<file path="src/rtl/serial_cmd_ctrl.sv">
// serial_cmd_ctrl: parses SYNC/CMD/ADDR/[DATA] frames from the UART, drives a register bus
// and answers with ACK/NAK/read-data bytes over the TX handshake.
module serial_cmd_ctrl #(
  parameter int          TIMEOUT_CLKS = 100000,
  parameter int          RD_WAIT_CLKS = 255,
  parameter logic [7:0]  SYNC_BYTE    = 8'hA5,
  parameter logic [7:0]  ACK_BYTE     = 8'h4B,
  parameter logic [7:0]  NAK_BYTE     = 8'h4E
) (
  input  logic       i_Clock,
  input  logic       i_Reset,
  input  logic [7:0] i_Rx_Byte,
  input  logic       i_Rx_DV,
  output logic       o_Tx_Start,
  output logic [7:0] o_Tx_Byte,
  input  logic       i_Tx_Active,
  input  logic       i_Tx_Done,
  output logic [7:0] o_Reg_Addr,
  output logic [7:0] o_Reg_Wdata,
  output logic       o_Reg_We,
  output logic       o_Reg_Re,
  input  logic [7:0] i_Reg_Rdata,
  input  logic       i_Reg_Ack,
  output logic       o_Busy,
  output logic [7:0] o_Err_Count
);
  localparam logic [7:0] CMD_W = 8'h57;
  localparam logic [7:0] CMD_R = 8'h52;
  localparam int RW = $clog2(RD_WAIT_CLKS + 1);
  typedef enum logic [3:0] {IDLE, GET_CMD, GET_ADDR, GET_DATA, REG_WR, REG_RD, WAIT_RD, TX_LOAD, TX_WAIT} state_t;
  state_t state;
  logic [16:0] ibt;
  logic [RW-1:0] rd_tmr;
  logic is_wr;
  logic [1:0][7:0] rsp;
  logic [1:0] cnt;
  logic ibt_exp;
  assign ibt_exp = ibt == 17'(TIMEOUT_CLKS - 1);
  assign o_Busy = state != IDLE;
  function automatic logic [7:0] sat_inc(input logic [7:0] v);
    return v == 8'hFF ? v : v + 8'd1;
  endfunction
  // rd_tmr counts clocks since the Re strobe; ibt counts clocks since the last accepted frame byte
  always_ff @(posedge i_Clock or negedge i_Reset)
    if (!i_Reset) begin
      state       <= IDLE;
      ibt         <= '0;
      rd_tmr      <= '0;
      is_wr       <= 1'b0;
      rsp         <= '0;
      cnt         <= '0;
      o_Tx_Start  <= 1'b0;
      o_Tx_Byte   <= '0;
      o_Reg_Addr  <= '0;
      o_Reg_Wdata <= '0;
      o_Reg_We    <= 1'b0;
      o_Reg_Re    <= 1'b0;
      o_Err_Count <= '0;
    end else begin
      o_Tx_Start <= 1'b0;
      o_Reg_We   <= 1'b0;
      o_Reg_Re   <= 1'b0;
      ibt        <= ibt + 17'd1;
      case (state)
        IDLE:
          if (i_Rx_DV && i_Rx_Byte == SYNC_BYTE) begin
            state <= GET_CMD;
            ibt   <= '0;
          end
        GET_CMD:
          if (i_Rx_DV) begin
            ibt <= '0;
            if (i_Rx_Byte == CMD_W || i_Rx_Byte == CMD_R) begin
              is_wr <= i_Rx_Byte == CMD_W;
              state <= GET_ADDR;
            end else begin
              rsp         <= {8'h00, NAK_BYTE};
              cnt         <= 2'd1;
              o_Err_Count <= sat_inc(o_Err_Count);
              state       <= TX_LOAD;
            end
          end else if (ibt_exp) begin
            o_Err_Count <= sat_inc(o_Err_Count);
            state       <= IDLE;
          end
        GET_ADDR:
          if (i_Rx_DV) begin
            ibt        <= '0;
            o_Reg_Addr <= i_Rx_Byte;
            rd_tmr     <= '0;
            o_Reg_Re   <= !is_wr;
            state      <= is_wr ? GET_DATA : REG_RD;
          end else if (ibt_exp) begin
            o_Err_Count <= sat_inc(o_Err_Count);
            state       <= IDLE;
          end
        GET_DATA:
          if (i_Rx_DV) begin
            ibt         <= '0;
            o_Reg_Wdata <= i_Rx_Byte;
            o_Reg_We    <= 1'b1;
            state       <= REG_WR;
          end else if (ibt_exp) begin
            o_Err_Count <= sat_inc(o_Err_Count);
            state       <= IDLE;
          end
        REG_WR: begin
          rsp   <= {8'h00, ACK_BYTE};
          cnt   <= 2'd1;
          state <= TX_LOAD;
        end
        REG_RD: begin
          rd_tmr <= rd_tmr + RW'(1);
          state  <= WAIT_RD;
        end
        WAIT_RD: begin
          rd_tmr <= rd_tmr + RW'(1);
          if (i_Reg_Ack) begin
            rsp   <= {i_Reg_Rdata, ACK_BYTE};
            cnt   <= 2'd2;
            state <= TX_LOAD;
          end else if (rd_tmr == RW'(RD_WAIT_CLKS - 1)) begin
            rsp         <= {8'h00, NAK_BYTE};
            cnt         <= 2'd1;
            o_Err_Count <= sat_inc(o_Err_Count);
            state       <= TX_LOAD;
          end
        end
        TX_LOAD:
          if (!i_Tx_Active) begin
            o_Tx_Byte  <= rsp[0];
            o_Tx_Start <= 1'b1;
            state      <= TX_WAIT;
          end
        TX_WAIT:
          if (i_Tx_Done) begin
            rsp   <= {8'h00, rsp[1]};
            cnt   <= cnt - 2'd1;
            state <= cnt == 2'd1 ? IDLE : TX_LOAD;
          end
        default: state <= IDLE;
      endcase
    end
  assert property (@(posedge i_Clock) disable iff (!i_Reset) !(o_Reg_We && o_Reg_Re));
  assert property (@(posedge i_Clock) disable iff (!i_Reset) o_Reg_We |-> state == REG_WR);
  assert property (@(posedge i_Clock) disable iff (!i_Reset) o_Reg_Re |-> state == REG_RD);
endmodule

</file>
<file path="config.mk">
export PLATFORM = sky130hd
export DESIGN_NAME = serial_cmd_ctrl
export DESIGN_NICKNAME = d
export VERILOG_FILES = /design/src/rtl/serial_cmd_ctrl.sv
export SDC_FILE = /design/constraint.sdc
export NUM_CORES = 1
export LEC_CHECK = 0
export CORE_MARGIN = 10
export CORE_UTILIZATION = 30
export DETAILED_ROUTE_END_ITERATION = 7
export GPL_ROUTABILITY_DRIVEN = 0
export PLACE_DENSITY_LB_ADDON = 0.3
export SETUP_SLACK_MARGIN = 0.05
export SLEW_MARGIN = 30
export SYNTH_ARGS = -nofsm -noshare
export SYNTH_HDL_FRONTEND = slang
export SYNTH_SLANG_ARGS = --single-unit
export TNS_END_PERCENT = 100
</file>
<file path="constraint.sdc">
create_clock -name i_Clock -period 2.8 [get_ports i_Clock]
set_clock_uncertainty 0.15 [all_clocks]
set_input_delay 0.84 -clock i_Clock [delete_from_list [all_inputs] [get_ports i_Clock]]
set_output_delay 0.84 -clock i_Clock [all_outputs]
set_load 0.03 [all_outputs]
</file>
==> impl_metrics.yaml, run 1 <==
detailed_routing:
  first_pass_iters: 4
  vias: 3118
  ant_nets: 0
  drt-initial-drc-count: 222
  wl_per_cell_um: 14.55
  wirelength_um: 9401
  drc: 0
  via_per_inst: 4.827
critical_path:
  cp.required_ps: 2870
  path_buf_inv: 3
  cp-startpoint: "i_Rx_Byte[4]"
  crit_family: "simple AND/OR/NAND/NOR gates"
  rrSetupSlack_ps: 250
  crit_fanout: 15
  r2r_cells: 7
  end_kind: "register"
  crit_chain: "clkdlybuf4s50_1, nor4bb_2, buf_4, and4b_1, or3b_1, buf_12, a22o_1"
  crit_slowest_cell: "or3b_1"
  reg2reg_from: "state[2]"
  startpoint_type: "primary input"
  slowest_delay_ps: 500
  crit_type: "in2reg"
  r2r-end: "rsp[0]"
  crit_arrival_ps: 2720
worst_hold_path:
  hp-start: "is_wr"
  whs_path_depth: 1
  min_to: "o_Reg_Re"
  hold_class: "reg2reg"
global_route:
  grt_overflow_total: 0
  grt_use_met2: 0.1593
  busiest_layer: "met2"
  antenna_found_initial: 0
  grt_start_max_net_pins: 45
  grtUsageTotal: 0.1051
  grtUsageMet3: 0.04207
  use_met1: 0.1339
  first_global_vias: 3159
  grt_first_pass_wirelength_um: 15820
floorplanning:
  rows: 42
  die_y_um: 136.1
  ios: 58
  die_area_mm2: 0.01851
  chipWidth_um: 136.1
  core_area_mm2: 0.01324
  start_util: 0.3052
power_and_ir_drop:
  p_leak_nw: 2.314
  ir_drop_mv: 0.6274
  p_per_area_mw_per_mm2: 1008
  finalPower_mw: 5.416
final_layout:
  layout.cells.most_common: "dfrtp_1"
  final_nets: 492
  post_route_cells_drive_above_1_share: 0.1979
  diodes: 0
  area_growth_pct: 33.00
  layout_common_cells: "83 x dfrtp_1, 54 x clkdlybuf4s50_1, 35 x nor2_1"
job:
  drv_cap: 0
clock_tree:
  h-tree-depth: 3
  clk_latency_ps: 340
  cts_root_buf: "clkbuf_16"
  cts_tree: "yes"
  path_clk_slew_ps: 60
  cts_buffers: 9
  cts.sinks: 83
  hold_buffers: 0
  clockBufferDepth: 2
synth:
  ys_seq_area_frac: 0.5139
  yosysUniqueCellTypes: 51
  postSynthCellCount: 377
  synth_top_area_frac: 0.5139
  synth.cell_area_mm2: 0.004041
  syn_nets: 404
  async_flop_share: 1.000
  avgSynthCellArea_um2: 10.72
  synthTopCellsByArea: "dfrtp_1 51%, mux2_2 6.7%, nor2_1 3.3%"
  ys_ff_latch: 83
  synth_ff_type: "dfrtp_1"
  yosysWarnings: 0
  synth_top_area_cell: "dfrtp_1"
  synth_enable_flop_cells: 0
placement:
  hpwl_um: 6685
  port_buffers: 57
timing:
  timing.final.crit_share: 0.9446
  hold_viol: 0
  rsz0062_at_grt: "no"
  fmax_ghz: 0.3781
  period_needed_ps: 2645
  setup_tns_ps: 0
  hold_ws_ps: 313.8
  finalSetupViolCount: 0
  maxSlewHeadroom: 0.4654
  slew_viol_final: 0
  max_slew.worst_pin.slew_ps: 790.7
outcome:
  run_status: "finished, final reports clean"
==> worst max-delay path by stage <==
stage | cells past startpoint | slack (ps) | end
after global routing | 8 | 70 | state[0]
after detailed placement | 6 | -360 | o_Err_Count[7]
after global placement | 6 | -330 | o_Err_Count[6]
after CTS | 3 | 90 | o_Busy
final | 7 | 160 | rsp[15]
after floorplan | 5 | 180 | o_Err_Count[1]
==> report_power, final <==
group	total [mW]	internal (mW)	switching, mW
Sequential	1.85	1.57	0.273
Combinational	2.36	1.09	1.27
Clock	1.21	0.715	0.492
Total	5.42	3.38	2.04
==> worst reg2reg max path: stages, from the launching register on <==
cell	delay, ps
dfrtp_1	390
buf_4	200
or4b_1	580
buf_4	180
nor2_1	180
a21o_1	120
or3b_1	280
mux2_1	360
==> per-layer routing <==
layer  wire length (um)  vias to the layer above
li1                   -                     1514
met1               4352                     1518
met2               4203                       71
met4                145                        0
met5                  0                        -
met3                700                       15
==> state kept, by name (all words and copies together), names as in the netlist <==
signal       count
o_Tx_Byte        8
cnt              2
is_wr            1
o_Reg_Re         1
o_Tx_Start       1
state            4
rd_tmr           8
o_Reg_Wdata      8
o_Err_Count      8
o_Reg_We         1
ibt             17
rsp             16
o_Reg_Addr       8
==> layout make-up <==
type,instances,area [um2]
clock buffers,10,239.0
clock inverters,6,63.81
fillers,1328,7868
inverters,14,52.55
multi-input cells,265,1857
flip-flops and latches,83,2077
well taps,176,220.2
repair buffers,92,865.8
==> Yosys cell counts (all sizes together) (2+ instances only) <==
library cell and n:
a21o 2, a21oi 12, a22o 9, and3 3, and4b 2, buf 7
clkbuf 8, dfrtp 83, ha 5, inv 14, mux2 29, mux2i 9
nand2 27, nand2b 3, nand3 20, nand3b 2, nand4 12, nor2 35
nor2b 5, nor3 12, nor3b 2, nor4 3, nor4b 2, nor4bb 4
o21ai 17, o31ai 2, or2 3, or3 6, or3b 4, or4b 2
xnor2 14, xor2 8
==> through the flow <==
| step | util | setup slack [ps] | cell area [um2] | cells |
|---|---|---|---|---|
| floorplan | - | 175.9 | 4041 | 377 |
| global placement | 0.3796 | -325.6 | 5027 | 628 |
| detailed placement | 0.3796 | -355.5 | 5027 | 628 |
| CTS | 0.4052 | 87.69 | 5366 | 646 |
| global route | 0.4059 | 70.41 | 5375 | 646 |
| finish | 0.4059 | 155.1 | 5375 | 646 |
==> cells by family after synthesis <==
logic type / Yosys count / synth area share
DFF: 83 / 0.5139
buffers and inverters: 29 / 0.03467
muxes: 38 / 0.1050
xor gates and xnor gates: 22 / 0.04768
adders and majority gates: 5 / 0.01548
and+or+nand+nor: 150 / 0.2009
AOI/OAI and AO/OA: 50 / 0.08236
==> repair_timing <==
item	in CTS	in global routing
resized for setup	6	2
setup buffers	2	0
endpoints found under the setup margin	5	2
endpoints found under the hold margin	0	0
pin swaps	3	0
(Power assumes the default switching activity.)
==> inputs of run 2 (changes only) <==
==> constraint.sdc (replaced) <==
create_clock -name i_Clock -period 2.8 [get_ports i_Clock]
set_clock_uncertainty 0.15 [all_clocks]
set_input_delay 0.84 -clock i_Clock [delete_from_list [all_inputs] [get_ports i_Clock]]
set_output_delay 0.84 -clock i_Clock [all_outputs]
set_load 0.05 [all_outputs]
==> run 2 against run 1 <==
  * Count of clock-buffer cells in the layout unchanged
  * Fmax is essentially flat
  * Final cell count is the same
  * Setup slack lost 2.0 ps
  * First-iteration DRC count fell by 0.90%
  * Routed wire length is 0.94% higher
  * Die area unchanged
  * Hold slack got worse by 3.1 ps
  * Via count is 0.90% lower
  * Global-route usage increased by 0.31 points
  * Largest cell class unchanged
  * Largest power group unchanged
==> impl_metrics.yaml, run 2 (same netlist as run 1, synthesis figures left out) <==
clock_tree:
  hold_buffers: 0
  clockBufferDepth: 2
  cts_tree: "yes"
  cts_buffers: 9
  h-tree-depth: 3
  cts_root_buf: "clkbuf_16"
  cts.sinks: 83
  clk_latency_ps: 340
  path_clk_slew_ps: 60
critical_path:
  crit_arrival_ps: 1660
  crit_family: "buffers and inverters"
  crit_fanout: 14
  reg2reg_from: "state[0]"
  cp-startpoint: "state[2]"
  path_common_cell: "buf_4"
  slowest_delay_ps: 450
  path_buf_inv: 3
  crit_type: "reg2out"
  end_kind: "output port"
  crit_chain: "buf_4, nor4_2, inv_1, buf_4"
  startpoint_type: "register"
  crit_slowest_cell: "dfrtp_1"
  cp.required_ps: 1810
detailed_routing:
  via_per_inst: 4.783
  ant_nets: 0
  first_pass_iters: 4
  wirelength_um: 9489
  vias: 3090
  drc: 0
  drt-initial-drc-count: 220
  wl_per_cell_um: 14.69
global_route:
  antenna_found_initial: 0
  grtUsageTotal: 0.1082
  grt_start_max_net_pins: 48
  grt_overflow_total: 0
  first_global_vias: 3152
  grt_first_pass_wirelength_um: 16270
floorplanning:
  start_util: 0.3052
  die_area_mm2: 0.01851
  ios: 58
  chipWidth_um: 136.1
  core_area_mm2: 0.01324
  rows: 42
  die_y_um: 136.1
power_and_ir_drop:
  seqPwrFrac: 0.329
  power.switching_mw: 2.353
  clockPowerShare: 0.212
  ir_drop_mv: 0.6737
  p_int_mw: 3.357
  p_leak_nw: 2.305
  p_per_area_mw_per_mm2: 1067
  p_sw_frac: 0.4120
  finalPower_mw: 5.710
  pwr-share-comb: 0.458
placement:
  hpwl_um: 6904
  port_buffers: 57
  placedCellCount: 628
timing:
  period_needed_ps: 2647
  timing.final.crit_share: 0.9453
  finalSetupViolCount: 0
  fmax_ghz: 0.3778
  maxSlewHeadroom: 0.4487
  hold_viol: 0
  max_slew.worst_pin.slew_ps: 815.4
  setup_tns_ps: 0
  rsz0062_at_grt: "no"
  slew_viol_final: 0
outcome:
  run_status: "finished, final reports clean"
job:
  drv_cap: 0
final_layout:
  area_growth_pct: 32.35
  final_nets: 492
  fill_cells: 1313
  diodes: 0
  regMostFlops: "ibt"
  ff_latch_area_mm2: 0.002078
  multiInputGateArea_mm2: 0.001836
  largest_reg_flops: 17
  post_route_cells_drive_above_1_share: 0.1957
  top_regs: "ibt x17, rsp x16"
  fin_util: 0.4039
  layout_common_cells: "82 x dfrtp_1, 54 x clkdlybuf4s50_1, 35 x nor2_1, 35 x buf_4, 27 x nand2_1"
  layout.cells.most_common: "dfrtp_1"
  fin_cells: 646
worst_hold_path:
  hp-start: "is_wr"
  hold_class: "reg2reg"
==> run 2: cell types whose count changed in the layout (fill, tap and decap cells not counted), sizes merged <==
| cell | change |
|---|---|
| buf | +1 |
| clkinv | -1 |
| dlygate4sd2 | -1 |
| inv | +1 |
==> run 2: final timing paths <==
path                             endpoint  slack [ps]  cells after the start
hold / removal                   o_Reg_Re         310                      1
setup reg to reg           o_Err_Count[1]         310                      5
max in group asynchronous  o_Err_Count[3]        1560                      2
hold reg to reg                  o_Reg_Re         310                      1
setup / recovery                   o_Busy         150                      4
min in group asynchronous         ibt[13]         320                      1
==> run 2: metal layers <==
layer  part of all wire  GRT usage  vias up
li1                   -          -     1523
met1               0.47     0.1413     1475
met2               0.45     0.1598       81
met3              0.077    0.04539       11
met4             0.0097    0.03077        0
met5                  0          0        -
==> run 2: final cells by class <==
class | instances | share of cell area
timing repair buffer | 92 | 0.1593
inverter | 14 | 0.009825
tap | 176 | 0.04117
clock buffer | 10 | 0.04468
multi-input combinational | 265 | 0.3432
sequential | 83 | 0.3885
clock inverter | 6 | 0.01333
==> run 2: per-stage QoR <==
stage	cell area [um2]	setup slack [ps]	hold WS, ps
2_1_floorplan	4041	175.9	267.5
3_3_place_gp	5012	-322.6	286.9
3_5_place_dp	5012	-347.5	308.4
4_1_cts	5340	74.15	318.7
5_1_grt	5349	52.71	352.1
6_report	5349	153.2	310.7
==> run 2: power groups by stage <==
stage	combinational, mW	clock, mW	sequential (mW)
after global routing	2.83	1.31	1.94
after global placement	2.58	0	1.88
after CTS	2.63	1.25	1.88
final	2.62	1.21	1.88
after floorplan	1.15	0	2.49
after detailed placement	2.60	0	1.90
==> run 2: what timing repair did <==
item,CTS,global route
resized for setup,3,1
endpoints found under the setup margin,5,1
setup buffers,1,1
pin swaps,1,0
